$ cat config.mk
export PLATFORM = sky130hd
export DESIGN_NAME = l2_mshr_alloc
export DESIGN_NICKNAME = d
export VERILOG_FILES = /design/src/rtl/l2_mshr_alloc_pkg.sv /design/src/rtl/l2_mshr_alloc_prio_enc_free.sv /design/src/rtl/l2_mshr_alloc.sv
export SDC_FILE = /design/constraint.sdc
export NUM_CORES = 1
export LEC_CHECK = 0
export ABC_AREA = 1
export CAP_MARGIN = 20
export CELL_PAD_IN_SITES_DETAIL_PLACEMENT = 1
export CELL_PAD_IN_SITES_GLOBAL_PLACEMENT = 1
export CORE_AREA = 3 3 49 51
export CTS_BUF_LIST = sky130_fd_sc_hd__clkbuf_8
export CTS_CLUSTER_DIAMETER = 60
export DETAILED_ROUTE_END_ITERATION = 7
export DIE_AREA = 0 0 52 54
export PLACE_DENSITY = 0.73
export SYNTH_ARGS = -nofsm -noshare
export SYNTH_HDL_FRONTEND = slang
export SYNTH_SLANG_ARGS = --single-unit
export TNS_END_PERCENT = 100
$ cat constraint.sdc
create_clock -name clk -period 1.9 [get_ports clk]
set_input_delay 0.38 -clock clk [delete_from_list [all_inputs] [get_ports clk]]
set_output_delay 0.38 -clock clk [all_outputs]
set_load 0.005 [all_outputs]
$ cat src/rtl/l2_mshr_alloc_pkg.sv
// Shared constants and state type for the L2 MSHR allocator.
// The MSHR count and index widths must agree with the L2 register block.
package l2_mshr_alloc_pkg;

  localparam int N_MSHR       = 4;
  localparam int MSHR_BITS    = $clog2(N_MSHR);
  localparam int MSHR_BITS_P1 = MSHR_BITS + 1;

  typedef enum logic [1:0] {
    ST_IDLE  = 2'd0,
    ST_DRAIN = 2'd1,
    ST_DONE  = 2'd2
  } l2_mshr_alloc_state_t;

endpackage

$ cat src/rtl/l2_mshr_alloc_prio_enc_free.sv
// Finds the lowest-numbered clear bit of a busy vector.
// Also reports whether any clear bit exists.
module l2_prio_enc_free #(
  parameter int N = 4,
  parameter int W = $clog2(N)
) (
  input  logic [N-1:0] busy,
  output logic [W-1:0] idx,
  output logic         any_free
);

  // Scanning from the top down leaves the lowest clear bit as the final value.
  always_comb begin
    idx      = '0;
    any_free = 1'b0;
    for (int i = N - 1; i >= 0; i--) begin
      if (!busy[i]) begin
        idx      = W'(i);
        any_free = 1'b1;
      end
    end
  end

endmodule

$ cat src/rtl/l2_mshr_alloc.sv
// MSHR allocator / free-list manager for the L2 Spandex controller.
// Hands out free MSHR indices, reclaims them on retire, and sequences fence/drain.
//
//  state    | meaning
//  ---------+--------------------------------------------------------
//  ST_IDLE  | normal operation; allocation allowed when an entry is free
//  ST_DRAIN | fence pending; allocation blocked, frees still accepted
//  ST_DONE  | all entries retired; fence_done pulses; allocation blocked
module l2_mshr_alloc
  import l2_mshr_alloc_pkg::*;
(
  input  logic                 clk,
  input  logic                 rst,
  input  logic                 alloc_req,
  output logic                 alloc_ready,
  output logic [MSHR_BITS-1:0] alloc_idx,
  input  logic                 free_valid,
  input  logic [MSHR_BITS-1:0] free_idx,
  input  logic                 fence_req,
  output logic                 fence_done,
  output logic [N_MSHR-1:0]    busy_vec,
  output logic [MSHR_BITS:0]   mshr_cnt,
  output logic                 add_mshr_entry,
  output logic                 incr_mshr_cnt,
  output logic                 err_double_free
);

  localparam logic [MSHR_BITS:0] CNT_ONE  = MSHR_BITS_P1'(1);
  localparam logic [MSHR_BITS:0] CNT_FULL = MSHR_BITS_P1'(N_MSHR);

  l2_mshr_alloc_state_t state_q, state_d;
  logic [N_MSHR-1:0]    busy_q, busy_d;
  logic [MSHR_BITS:0]   cnt_q, cnt_d;
  logic                 err_q, err_d;

  logic [MSHR_BITS-1:0] enc_idx;
  logic                 enc_any_free;
  logic                 alloc_fire;
  logic                 free_fire;
  logic                 free_hit;

  l2_prio_enc_free #(
    .N (N_MSHR),
    .W (MSHR_BITS)
  ) u_prio_enc_free (
    .busy     (busy_q),
    .idx      (enc_idx),
    .any_free (enc_any_free)
  );

  always_comb begin
    free_hit       = busy_q[free_idx];
    alloc_ready    = (cnt_q != '0) && (state_q == ST_IDLE);
    alloc_idx      = enc_idx;
    alloc_fire     = alloc_req && alloc_ready;
    free_fire      = free_valid && free_hit;
    add_mshr_entry = alloc_fire && !free_fire;
    incr_mshr_cnt  = free_fire && !alloc_fire;
    fence_done     = (state_q == ST_DONE);
  end

  // The freed entry is busy pre-edge, so it can never collide with the grant.
  always_comb begin
    busy_d = busy_q;
    if (alloc_fire) busy_d[alloc_idx] = 1'b1;
    if (free_fire)  busy_d[free_idx]  = 1'b0;

    cnt_d = cnt_q;
    if (add_mshr_entry)     cnt_d = cnt_q - CNT_ONE;
    else if (incr_mshr_cnt) cnt_d = cnt_q + CNT_ONE;

    err_d = err_q | (free_valid && !free_hit);
  end

  always_comb begin
    state_d = state_q;
    case (state_q)
      ST_IDLE: begin
        if (fence_req) state_d = (busy_d != '0) ? ST_DRAIN : ST_DONE;
      end
      ST_DRAIN: begin
        if (busy_d == '0) state_d = ST_DONE;
      end
      ST_DONE: state_d = ST_IDLE;
      default: state_d = ST_IDLE;
    endcase
  end

  always_ff @(posedge clk) begin
    if (!rst) begin
      state_q <= ST_IDLE;
      busy_q  <= '0;
      cnt_q   <= CNT_FULL;
      err_q   <= 1'b0;
    end else begin
      state_q <= state_d;
      busy_q  <= busy_d;
      cnt_q   <= cnt_d;
      err_q   <= err_d;
    end
  end

  assign busy_vec        = busy_q;
  assign mshr_cnt        = cnt_q;
  assign err_double_free = err_q;

  logic unused_any_free;
  assign unused_any_free = enc_any_free;

endmodule

Word level (Yosys, flattened, before mapping)
Index checks and enable logic that the tools add are counted.
Widths: inputs -> output; s select.
{"block": "classes", "n_addsub": 2, "order_cmp": 4, "n_eq_ne": 4, "n_mux": 18, "bitwise": 4, "n_reduce_logical": 17}
{"operator": "$mux 2", "count": 7}
{"operator": "$logic_and 1x1->1", "count": 8}
{"operator": "$mux 4", "count": 2}
{"operator": "$lt 2x3->1 const B", "count": 2}
{"operator": "$mux 3", "count": 2}
{"operator": "$and 4x4->4", "count": 1}
{"operator": "$demux 1 s2", "count": 2}
{"operator": "$ge 2x1->1 const B", "count": 2}
{"operator": "$logic_not 4->1", "count": 1}
{"operator": "$ne 2x2->1 const B", "count": 2}
{"operator": "$not 4->4", "count": 1}
{"operator": "$or 4x4->4", "count": 1}
{"operator": "$pmux 2 s2", "count": 1}
{"operator": "$reduce_bool 4->1", "count": 1}
{"operator": "$add 3x1->3 const B", "count": 1}
{"operator": "$logic_not 1->1", "count": 3}
{"operator": "$mux 1", "count": 3}
{"operator": "$reduce_bool 3->1", "count": 1}
{"operator": "$sub 3x1->3 const B", "count": 1}
{"operator": "$bmux 1 s2", "count": 1}
{"operator": "$eq 2x1->1 const B", "count": 1}
{"operator": "$eq 2x2->1 const B", "count": 1}
{"operator": "$logic_not 2->1", "count": 1}
{"operator": "$reduce_and 2->1", "count": 1}
{"operator": "2 further kinds", "count": 2}
{"block": "word_totals", "regBits": 10, "input_bits": 7, "wordCells": 53}

Longest topological paths before layout
Gate-level depths: netlist (run 1).
{"block": "depth", "depth_word": 16, "mapped_depth": 15, "mapped_depth_nobuf": 15}

Hierarchy
From an unflattened synthesis (run 1), not the netlist that was laid out.
{"block": "unflattened", "hier_cells": 101, "hier_area_um2": 675.6}
{"module": "l2_mshr_alloc", "n_inst": 1, "cells_per_inst": 92, "area_per_inst_um2": 639.4}
{"module": "l2_prio_enc_free", "n_inst": 1, "cells_per_inst": 9, "area_per_inst_um2": 36.3}

Worst setup path before layout (run 1)
OpenSTA, ideal clock, no wires.
{"block": "synth_timing", "kind": "input-to-reg", "from": "input free_idx[0]", "to": "register cnt_q[2] (netlist: mshr_cnt[2])", "arrival_time_ns": 1.704, "path_slack_ns": 0.073, "cell_stages": 15, "path_buffers": 0, "cell_sequence": "inv_2 -> nand2_2 -> nand2_2 -> nand2_2 -> nand2_2 -> nand2_1 -> ha_1 -> inv_1 -> fa_1 -> nand2_1 -> nand2_1 -> nor2_1 -> inv_1 -> a21oi_1 -> o21ai_0"}
{"block": "synth_via", "elab_chain_len": 6, "elab_cells_between_ends": 8, "classes_between": "mux (3); reduce/logical (5)"}
{"element": "start, declared", "line_no": "l2_mshr_alloc.sv:18", "rtl": "input logic [MSHR_BITS-1:0] free_idx,"}
{"element": "$bmux 1 s2 *", "line_no": "l2_mshr_alloc.sv:52", "rtl": "free_hit = busy_q[free_idx];"}
{"element": "$mux 1 (implied by the code) *", "line_no": "l2_mshr_alloc.sv:52"}
{"element": "$logic_and 1x1->1 *", "line_no": "l2_mshr_alloc.sv:56", "rtl": "free_fire = free_valid && free_hit;"}
{"element": "$logic_not 1->1 *", "line_no": "l2_mshr_alloc.sv:57", "rtl": "add_mshr_entry = alloc_fire && !free_fire;"}
{"element": "$logic_and 1x1->1 *", "line_no": "l2_mshr_alloc.sv:57"}
{"element": "net add_mshr_entry", "line_no": "l2_mshr_alloc.sv:23", "rtl": "output logic add_mshr_entry,"}
{"element": "$mux 3 or $reduce_bool 2->1 (tied branches)"}
{"element": "end signal, assigned", "line_no": "l2_mshr_alloc.sv:98", "rtl": "cnt_q <= cnt_d;"}
{"element": "end, declared", "line_no": "l2_mshr_alloc.sv:33", "rtl": "logic [MSHR_BITS:0] cnt_q, cnt_d;"}
Mark *: on every way through the listed nets, which the timed path passes. The rest lies on a longest branch. The select of a mux whose other input is x is not followed.
A chain may end at the register's enable or synchronous reset.

Worst setup path in the final report (run 1)
{"block": "layout_timing", "from": "register busy_q[0] (netlist: busy_vec[0])", "to": "output alloc_idx[1]"}
{"block": "layout_via", "elab_chain_len": 1}
{"element": "start, declared", "line_no": "l2_mshr_alloc.sv:32", "rtl": "logic [N_MSHR-1:0] busy_q, busy_d;"}
{"element": "start signal, assigned", "line_no": "l2_mshr_alloc.sv:97", "rtl": "busy_q <= busy_d;"}
{"element": "$mux 2", "line_no": "l2_mshr_alloc_prio_enc_free.sv:17", "rtl": "if (!busy[i]) begin"}
{"element": "end, declared", "line_no": "l2_mshr_alloc.sv:16", "rtl": "output logic [MSHR_BITS-1:0] alloc_idx,"}
No other way between the ends.

==> flow_metrics.env, run 1 <==
export IMPL_hp_class="flip-flop to flip-flop"
export IMPL_synth_async_reset_ratio=0
export IMPL_dieArea_mm2=0.00281
export IMPL_cts_inserted_buffers=3
export IMPL_track_usage=0.166
export IMPL_vdd_ir_drop_max_v=0.000503
export IMPL_synth_top_family_by_area="simple AND/OR/NAND/NOR gates"
export IMPL_fin_skew_ps=3.65
export IMPL_syn_nets=101
export IMPL_synthDominantCellAreaShare=0.327
export IMPL_grt_pass1_wl_um=3420
export IMPL_num_io_pins=21
export IMPL_slew_viol_final=0
export IMPL_chipWidth_um=52
export IMPL_grt_max_degree=7
export IMPL_instances_no_fill=157
export IMPL_fmax_mhz=546
export IMPL_crit_fanout=5
export IMPL_core_area_mm2=0.00198
export IMPL_place_hpwl_um=1600
export IMPL_dp_cells=152
export IMPL_synth_simple_area_share=0.395
export IMPL_max_cap_viol_count=0
export IMPL_grt_pass1_vias=808
export IMPL_yosys_area_top_type="dfxtp_1"
export IMPL_nFillCells=253
export IMPL_synth_area_per_cell_um2=6.72
export IMPL_antenna_cells=0
export IMPL_cts_tree="yes"
export IMPL_gp_congestion=0.808
export IMPL_synthDistinctLibCells=18
export IMPL_synth_compound_area_frac=0.0941
export IMPL_syn_to_final_growth_pct=71.0
export IMPL_overflow=0
export IMPL_finalSetupViolations=0
export IMPL_postCtsHoldBufs=0
export IMPL_cp_end_kind="output port"
export IMPL_ant_nets=0
export IMPL_yosys_area_share_adder=0.0736
export IMPL_row_count=16
export IMPL_drive_gt1_frac=0.338
export IMPL_yosys_register_bits=10
export IMPL_fin_tns_setup_ps=0
export IMPL_cts_max_level=1
export IMPL_fin_crit_ps=1830
export IMPL_portBuffers=20
export IMPL_synth_edf_count=0
export IMPL_vias_per_cell=4.46
export IMPL_rsz0062_at_grt="yes"
export IMPL_num_vias=700
export IMPL_cp_start_kind="flip-flop"
export IMPL_crit_type="flip-flop to output port"
export IMPL_wl_per_cell_um=13.0
export IMPL_max_slew_margin=0.799
export IMPL_root_buffer="clkbuf_8"
export IMPL_antenna_found_initial=0
export IMPL_drt_first_iter_violations=4
export IMPL_crit_arrival_ps=1450
export IMPL_wl_um=2040
export IMPL_period_share=0.964
export IMPL_layout_nets=141
export IMPL_clkTransAtPathRegs_ps=50
export IMPL_numClockSinks=10
export IMPL_cts_buffer_depth=2
export IMPL_status="finished, final reports clean"
export IMPL_start_util=0.309
export IMPL_synth_warnings=0
export IMPL_route_detailed_drc=0
export IMPL_powerDensity_mw_per_mm2=891
export IMPL_synth_common_cells="nand2_1 (18), inv_1 (16), dfxtp_1 (10)"
export IMPL_muxShareOfSynthArea=0
export IMPL_synthXorXnorAreaFrac=0
export IMPL_clkLatencyLatePin_ps=240
export IMPL_critPathRequiredTime_ps=1520
export IMPL_hold_violations=0
export IMPL_ys_top_cells_by_area="dfxtp_1 (33%), nand2_1 (11%), inv_1 (9.8%)"
export IMPL_p_leak_nw=0.515
export IMPL_ys_flop_type="dfxtp_1"
export IMPL_firstDrtPassIters=4
export IMPL_synth_area_um2=612
export IMPL_synth_seq_area_share=0.327
export IMPL_synth_cells=91
export IMPL_synth_most_common_cell="nand2_1"
export IMPL_die_y_um=54
export IMPL_tightestPinTransition_ps=301
timing repair:
item | 4_1_cts | 5_1_grt
pin swaps | 1 | 1
endpoints found under the setup margin | 6 | 4
gates resized for setup | 16 | 7
setup buffers | 1 | 0
state kept, by name (all words and copies together), names as in the netlist:
register / count
busy_vec: 4
err_double_free: 1
mshr_cnt: 3
state_q: 2
layout make-up:
type                       count  area (um2)  share of cell area
multi-input combinational     63         379               0.362
timing repair buffer          35         308               0.294
sequential                    10         203               0.194
clock buffer                   4        55.1              0.0526
tap                           27        33.8              0.0323
inverter                      18        67.6              0.0646
power breakdown:
part	internal (mW)	switching [mW]
logic	0.205	0.180
registers	0.245	0.0317
clock network	0.183	0.0877
total	0.633	0.299
cells by family after synthesis:
| family | Yosys count |
|---|---|
| AOI/OAI and AO/OA | 11 |
| adders and majority gates | 3 |
| buffers and inverters | 18 |
| DFF | 10 |
| and+or+nand+nor | 49 |
critical path, cell delays in order (launching register included):
cell and delay [ps]:
dfxtp_1 360, buf_4 150, nand2_1 80, a21oi_2 120, clkdlybuf4s50_1 510
per-layer routing:
layer,global-route usage,wire length [um],vias to the layer above,part of all wire
met4,0.114,46,0,0.023
met1,0.194,880,318,0.43
met3,0.0249,65,4,0.032
li1,-,-,360,-
met5,0,0,-,0
met2,0.280,1040,18,0.51
worst paths after layout:
check / startpoint / endpoint / slack [ps] / cells past startpoint
min reg2reg: err_double_free / err_double_free / 460 / 2
max reg2reg: busy_vec[3] / mshr_cnt[2] / 90 / 14
max: busy_vec[0] / alloc_idx[1] / 70 / 4
min: err_double_free / err_double_free / 460 / 2
cells in the final DEF (no fill, tap or decap), types with 2 or more instances in the layout:
| cell | count |
|---|---|
| nor2_2 | 3 |
| nand2_1 | 16 |
| a21oi_2 | 2 |
| a21oi_1 | 4 |
| buf_4 | 15 |
| inv_2 | 2 |
| dlygate4sd2_1 | 4 |
| dlymetal6s2s_1 | 2 |
| inv_1 | 16 |
| nand2_2 | 10 |
| clkdlybuf4s50_1 | 12 |
| dfxtp_1 | 8 |
| nand3_1 | 4 |
| nand4_1 | 4 |
| clkbuf_8 | 4 |
| nor2_1 | 8 |
| dfxtp_2 | 2 |
| o21ai_0 | 3 |
stage by stage:
stage          cell area [um2]  power, mW   util  hold WS, ps  setup WS, ps
2_1_floorplan              612      0.433      -          447          73.1
3_3_place_gp               951      0.636  0.480          442          -589
3_5_place_dp               951      0.649  0.480          451          -718
4_1_cts                   1020      0.931  0.514          458         0.127
5_1_grt                   1050       1.01  0.528          497         -89.2
6_report                  1050      0.932  0.528          459          68.4
(Power assumes the default switching activity.)
==> run 2: changes to the inputs <==
==> constraint.sdc (replaced) <==
create_clock -name clk -period 1.9 [get_ports clk]
set_input_delay 0.475 -clock clk [delete_from_list [all_inputs] [get_ports clk]]
set_output_delay 0.475 -clock clk [all_outputs]
set_load 0.005 [all_outputs]
==> run 2 against run 1 <==
Effect of this change: clock power hardly changed; maximum frequency down 2.7%; sequential cell count unchanged; core utilization grew 3.0 points; via count grew 5.6%; critical endpoint is now add_mshr_entry; largest cell class unchanged.
==> flow_metrics.env, run 2 (synthesized netlist as in run 1, its figures left out) <==
export IMPL_status="finished, final reports clean"
export IMPL_die_y_um=54
export IMPL_r2r_worst_path_cells=13
export IMPL_layout_nets=144
export IMPL_hp_class="flip-flop to flip-flop"
export IMPL_chipWidth_um=52
export IMPL_clkTransAtPathRegs_ps=50
export IMPL_fin_tns_setup_ps=0
export IMPL_track_usage=0.172
export IMPL_critPathRequiredTime_ps=1420
export IMPL_crit_path_end="add_mshr_entry"
export IMPL_row_count=16
export IMPL_wl_um=2190
export IMPL_cts_buffer_depth=2
export IMPL_dp_cells=153
export IMPL_max_cap_viol_count=0
export IMPL_fmax_mhz=531
export IMPL_grt_max_degree=7
export IMPL_period_share=0.991
export IMPL_regArea_um2=206
export IMPL_grt_pass1_wl_um=3530
export IMPL_clkLatencyLatePin_ps=240
export IMPL_antenna_found_initial=0
export IMPL_wl_per_cell_um=13.7
export IMPL_cp_end_kind="output port"
export IMPL_syn_to_final_growth_pct=80.6
export IMPL_start_util=0.309
export IMPL_powerDensity_mw_per_mm2=878
export IMPL_final_area_mm2=0.00110
export IMPL_multiInputGateArea_um2=407
export IMPL_instances_no_fill=160
export IMPL_gp_congestion=0.770
export IMPL_hold_violations=0
export IMPL_crit_type="input pin to output port"
export IMPL_route_detailed_drc=0
export IMPL_timing_rr_end="mshr_cnt[2]"
export IMPL_num_io_pins=21
export IMPL_crit_fanout=4
export IMPL_fin_crit_ps=1880
export IMPL_drive_gt1_frac=0.429
export IMPL_portBuffers=20
export IMPL_p_leak_nw=0.548
export IMPL_firstDrtPassIters=4
export IMPL_vdd_ir_drop_max_v=0.000658
export IMPL_tightestPinTransition_ps=287
export IMPL_layout_commonest_cell="buf_4"
export IMPL_numClockSinks=10
export IMPL_cts_inserted_buffers=3
export IMPL_nFillCells=249
export IMPL_cts_tree="yes"
export IMPL_reg2reg_slack_ps=80
export IMPL_dieArea_mm2=0.00281
export IMPL_drt_first_iter_violations=5
export IMPL_largest_reg_flops=4
export IMPL_slew_viol_final=0
export IMPL_crit_start="free_idx[0]"
export IMPL_overflow=0
export IMPL_num_vias=739
export IMPL_finalSetupViolations=0
export IMPL_postCtsHoldBufs=0
export IMPL_antenna_cells=0
export IMPL_vias_per_cell=4.62
export IMPL_total_power_mw=0.970
export IMPL_crit_arrival_ps=1410
export IMPL_fin_skew_ps=4.33
export IMPL_utilization=0.557
export IMPL_max_slew_margin=0.808
export IMPL_rsz0062_at_grt="yes"
export IMPL_cp_start_kind="input pin"
export IMPL_r2r_start="mshr_cnt[2]"
export IMPL_root_buffer="clkbuf_8"
export IMPL_grt_pass1_vias=785
export IMPL_dpl_cell_area_um2=963
export IMPL_layout_common_cells="buf_4 (18), inv_1 (13), nand2_1 (12)"
export IMPL_ant_nets=0
export IMPL_cts_max_level=1
export IMPL_place_hpwl_um=1700
export IMPL_core_area_mm2=0.00198
## run 2: area by class of cell
| cell class | instances | area share |
|---|---|---|
| timing repair buffer | 38 | 0.297 |
| multi-input combinational | 63 | 0.368 |
| clock buffer | 4 | 0.0498 |
| tap | 27 | 0.0306 |
| sequential | 10 | 0.187 |
| inverter | 18 | 0.0680 |
## run 2: critical path: stages
cell           delay, ps
buf_12               110
inv_6                 60
nand2_4               50
nand2_4               80
nand2_4               60
nand2_4               90
nand2_4               60
ha_4                 170
dlygate4sd2_1        260
## run 2: routing by layer
layer  part of all wire  track usage  vias up  wire, um
met5                  0            0        -         0
met4             0.0087       0.0524        0        19
met3              0.033       0.0388        2        72
met2               0.54        0.305       13      1180
met1               0.42        0.204      354       920
li1                   -            -      370         -
## run 2: how the worst min path moves through the flow
stage / from / slack (ps) / depth (start not counted) / end
after floorplan: err_double_free / 450 / 2 / err_double_free
after global placement: err_double_free / 440 / 2 / err_double_free
after detailed placement: err_double_free / 450 / 2 / err_double_free
after CTS: err_double_free / 460 / 2 / err_double_free
after global routing: mshr_cnt[2] / 480 / 1 / mshr_cnt[2]
final: err_double_free / 450 / 2 / err_double_free
## run 2: per-stage QoR
stage	worst slack, ps	hold WS [ps]
5_1_grt	-43.8	480
2_1_floorplan	16.1	447
4_1_cts	-33.7	459
6_report	18.0	455
3_3_place_gp	-694	440
3_5_place_dp	-764	452
## run 2: report_power, final
part / switching (mW) / leakage (nW) / internal, mW
Sequential: 0.0295 / 0.0835 / 0.246
Clock: 0.0869 / 0.0288 / 0.182
Combinational: 0.202 / 0.435 / 0.223
Total: 0.318 / 0.548 / 0.651
## run 2: what timing repair did
| action | CTS | global route |
|---|---|---|
| buffers inserted | 1 | 2 |
| setup endpoints to repair | 8 | 3 |
| resized for setup | 22 | 26 |
| cloned | 0 | 0 |
| pin swaps | 3 | 11 |
